File: config.mk
export PLATFORM = sky130hd
export DESIGN_NAME = display_arbiter
export DESIGN_NICKNAME = d
export VERILOG_FILES = /design/src/rtl/display_arbiter.sv
export SDC_FILE = /design/constraint.sdc
export NUM_CORES = 1
export LEC_CHECK = 0
export ABC_AREA = 0
export ABC_CLOCK_PERIOD_IN_PS = 6000
export BUFFER_PORTS_ARGS = -buffer_cell sky130_fd_sc_hd__buf_4
export CAP_MARGIN = 10
export CORE_UTILIZATION = 45
export CTS_CLUSTER_DIAMETER = 120
export DETAILED_ROUTE_END_ITERATION = 8
export PLACE_DENSITY = 0.76
export SLEW_MARGIN = 20
export SYNTH_ARGS = -nofsm -noshare
export SYNTH_HDL_FRONTEND = slang
export SYNTH_SLANG_ARGS = --single-unit
File: constraint.sdc
create_clock -name clk -period 6 [get_ports clk]
set_input_delay 0.3 -clock clk [delete_from_list [all_inputs] [get_ports clk]]
set_output_delay 0.3 -clock clk [all_outputs]
set_load 0.01 [all_outputs]
File: src/rtl/display_arbiter.sv
// Round-robin owner of the 4-digit display: each grant latches the winner's
// value for HOLD_CYCLES clocks; otherwise the live default value is shown.
module display_arbiter #(
    parameter int unsigned NUM_REQ     = 3,
    parameter int unsigned HOLD_CYCLES = 100_000_000
) (
    input  logic                    clk,
    input  logic                    rst_n,
    input  logic [15:0]             default_val,
    input  logic [NUM_REQ-1:0]      req,
    input  logic [16*NUM_REQ-1:0]   req_data,
    output logic [NUM_REQ-1:0]      grant,
    output logic [NUM_REQ-1:0]      done,
    output logic                    busy,
    output logic [3:0]              bcd0,
    output logic [3:0]              bcd1,
    output logic [3:0]              bcd2,
    output logic [3:0]              bcd3
);

    localparam int unsigned CW = $clog2(HOLD_CYCLES);
    localparam int unsigned PW = $clog2(NUM_REQ);

    localparam logic [0:0] ST_IDLE = 1'b0;
    localparam logic [0:0] ST_HOLD = 1'b1;

    localparam logic [CW-1:0] LAST      = CW'(HOLD_CYCLES - 1);
    localparam logic [PW-1:0] LAST_IDX  = PW'(NUM_REQ - 1);

    logic [0:0]         state;
    logic [CW-1:0]      cnt;
    logic [PW-1:0]      ptr;
    logic [15:0]        disp;

    logic               found;
    logic [PW-1:0]      win_idx;
    logic [NUM_REQ-1:0] win_onehot;
    logic [15:0]        win_data;
    int unsigned        scan_idx;
    logic               arb_point;
    logic [15:0]        shown;

    // First set request at or after ptr, wrapping past NUM_REQ-1.
    always_comb begin
        found      = 1'b0;
        win_idx    = '0;
        win_onehot = '0;
        win_data   = '0;
        scan_idx   = 0;
        for (int unsigned k = 0; k < NUM_REQ; k++) begin
            scan_idx = (32'(ptr) + k) % NUM_REQ;
            if (!found && req[scan_idx]) begin
                found      = 1'b1;
                win_idx    = PW'(scan_idx);
                win_onehot = NUM_REQ'(1) << scan_idx;
                win_data   = req_data[16*scan_idx +: 16];
            end
        end
    end

    assign arb_point = (state == ST_IDLE) || (cnt == LAST);

    always_ff @(posedge clk) begin
        if (!rst_n) begin
            state <= ST_IDLE;
            grant <= '0;
            cnt   <= '0;
            ptr   <= '0;
            disp  <= '0;
        end else if (arb_point) begin
            cnt <= '0;
            if (found) begin
                state <= ST_HOLD;
                grant <= win_onehot;
                disp  <= win_data;
                ptr   <= (win_idx == LAST_IDX) ? '0 : win_idx + PW'(1);
            end else begin
                state <= ST_IDLE;
                grant <= '0;
            end
        end else begin
            cnt <= cnt + CW'(1);
        end
    end

    assign busy  = (state == ST_HOLD);
    assign done  = (busy && cnt == LAST) ? grant : '0;
    assign shown = busy ? disp : default_val;

    assign bcd0 = shown[3:0];
    assign bcd1 = shown[7:4];
    assign bcd2 = shown[11:8];
    assign bcd3 = shown[15:12];

endmodule
==> run_results.csv <==
group,metric,value,unit
outcome,outcome,"finished, final reports clean",
setup_path,cp-end-kind,"flop",
synthesis,synth-seq-cells,49,
synthesis,yosysSeqAreaShare,24.6,%
grt,grt_use_met2,42.8,%
synthesis,yosys-top-cells-area,"dfxtp_1 25%, mux2i_1 13%, o21ai_0 6.7%",
clocking,clk_pin_slew,0.10,ns
synthesis,synth_top_area_share,24.6,%
floorplanning,die_area,9230,sq um
clocking,postCtsHoldBufs,0,
grt,grtUsageMet1,31.5,%
grt,grt_pass1_vias,3862,
synthesis,yosysUniqueCellTypes,56,
grt,grt_antenna_before_repair,0,
sta,fin_crit_sh,55.4,%
synthesis,async_flop_share,0,%
detailed_routing,antenna_left,0,
layout,area_growth,19.6,%
sta,fin_worst_hold_slack,0.253,ns
placement,dp_hpwl,7620,um
sta,fmax,301,MHz
sta,clock_skew,0.00788,ns
synthesis,synthXorXnorAreaFrac,5.72,%
synthesis,syn_area,3980,sq um
setup_path,worstSetupStartpointType,"flop",
detailed_routing,wl_per_cell,15.9,um
sta,fin_crit,3.33,ns
power,peakVddDrop,0.130,mV
grt,gr-total-overflow,0,
clocking,cts.path.max_buffers,2,
sta,rsz0062_at_grt,"false",
floorplanning,rows,33,
floorplanning,pin_count,92,
detailed_routing,dr.pass1.iters,5,
clocking,ctsRootBufferMaster,"clkbuf_8",
synthesis,synth_top_family_by_area,"simple AND/OR/NAND/NOR gates",
synthesis,syn_avg_cell_area,7.74,sq um
synthesis,synth_adder_area_share,2.83,%
floorplanning,die_y,96.1,um
placement,port_buffers,91,
job,cap_violations,0,
power,leakage,1.74,nW
grt,grt_max_degree,56,
floorplanning,initial_core_util,47.5,%
setup_path,cp.arrival,3.48,ns
layout,nets,655,
sta,worst_pin_slew,1.05,ns
clocking,post_cts_buffers,0,
detailed_routing,routed_via_density,5.95,
power,power,1.12,mW
sta,finalMaxSlewViolations,0,
power,powerDensity,236,nW/um^2
clocking,cts_sinks,49,
clocking,clock_latency,0.31,ns
synthesis,synthFlopType,"dfxtp_1",
sta,final_hold_viol_count,0,
grt,use_met3,2.84,%
synthesis,ys_warn_count,0,
grt,grt_usage,24.5,%
layout,drive_gt1_share,23.5,%
grt,grt_pass1_wl,18100,um
clocking,tritoncts,"built",
synthesis,yosysTopAreaCell,"dfxtp_1",
grt,busiest_layer,"met2",
placement,place.gp.congestion,0.809,
sta,fin_setup_tns,0,ns
clocking,cts-htree-levels,2,
setup_path,path_class,"flop to flop",
worst_hold_path,min_path_type,"input pin to flop",
setup_path,worstPathMaxFanout,50,
floorplanning,core_area,8380,sq um
synthesis,syn_nets,593,
detailed_routing,drt_iter0_drc,295,
floorplanning,die_w,96.1,um
sta,finalSetupViolations,0,
synthesis,yosys-mux-area-fraction,17.4,%
detailed_routing,vias,4062,
clocking,cts_resized,0,
layout,antennaDiodeCount,0,
clocking,numCtsBuffers,5,
synthesis,synth_edf_count,0,
detailed_routing,route.detailed.drc,0,
detailed_routing,wl,10900,um
synthesis,synth-simple-area-share,22.6,%
synthesis,syn_inst,515,
setup_path,required,6.15,ns
synthesis,synth_compound_area_share,21.3,%
sta,max-slew-margin-rel,29.9,%
-- kinds of logic after synthesis --
family / count (synthesis)
buf+inv: 49
fa+ha+maj: 9
mux: 67
simple gates: 185
compound gates: 130
flops: 49
xor+xnor: 26
-- through the flow --
step	setup WS [ns]	utilization (%)	instances	instance area, sq um
finish	2.67	56.8	683	4760
global route	2.40	56.8	683	4760
CTS	2.54	56.7	682	4750
detailed placement	2.56	55.6	674	4660
global placement	2.71	55.4	674	4650
floorplan	3.59	-	515	3980
-- worst max-delay path, stage by stage, from the launching register on --
cell      delay, ns
dfxtp_1        0.48
inv_1          0.13
ha_2           0.33
buf_4          0.55
o21ai_0        0.23
a21o_1         0.25
a221o_1        0.39
nor2_2         0.62
a311oi_1       0.19
-- final timing paths --
kind         slack [ns]                 from                   end  cells after the start
max                2.67  ptr[1]$_SDFFE_PN0P_  disp[2]$_SDFFE_PN0P_                      8
min                0.25                rst_n     cnt[1]$_SDFF_PP0_                      2
max reg2reg        2.67  ptr[1]$_SDFFE_PN0P_  disp[2]$_SDFFE_PN0P_                      8
min reg2reg        0.47    cnt[0]$_SDFF_PP0_     cnt[0]$_SDFF_PP0_                      1
-- cells in the final DEF (no fill, tap or decap), drive strengths merged, types with 4 or more instances in the layout --
master	Yosys	final
and2	7	7
or2	4	4
a311oi	17	17
nand2	65	65
and3	6	6
nor2	36	36
nor4	8	8
dfxtp	49	49
ha	9	9
a22oi	15	15
mux2	17	17
xor2	11	11
o21ai	53	53
buf	20	96
inv	8	9
a21oi	24	24
nor3	6	6
xnor2	15	15
nor2b	4	4
nand3	27	27
clkbuf	21	5
mux2i	50	50
nand4	7	7
-- flip-flops by register name, summed over array words and instances, names as in the netlist --
name	flops
cnt	27
disp	16
grant	3
ptr	2
busy	1
-- synthesized netlist by cell type, drive strengths merged (7+ instances only) --
library cell  instances
xor2                 11
and2                  7
nand2                65
clkbuf               21
dfxtp                49
nor2                 36
xnor2                15
inv                   8
a21oi                24
o21ai                53
mux2                 17
a311oi               17
nand3                27
nor4                  8
ha                    9
nand4                 7
buf                  20
mux2i                50
a22oi                15
-- report_power, final --
group	total [mW]	switching, mW	leakage, nW	internal, mW
registers	0.383	0.0280	0.399	0.355
logic	0.531	0.290	1.30	0.241
clock network	0.209	0.124	0.0423	0.0850
-- routing by layer --
layer | share of wire (%) | routed length [um]
met3 | 5.3 | 576
met2 | 50 | 5430
met4 | 1.2 | 133
met5 | 0 | 0
met1 | 44 | 4740
-- area by class of cell --
cell class	count	area (sq um)
Multi-Input combinational cell	417	2800
Sequential cell	49	981
Clock inverter	3	26.3
Inverter	8	30.0
Tap cell	105	131
Clock buffer	5	68.8
Fill cell	778	3620
Timing Repair Buffer	96	724
Power figures use the tool's default switching activity.
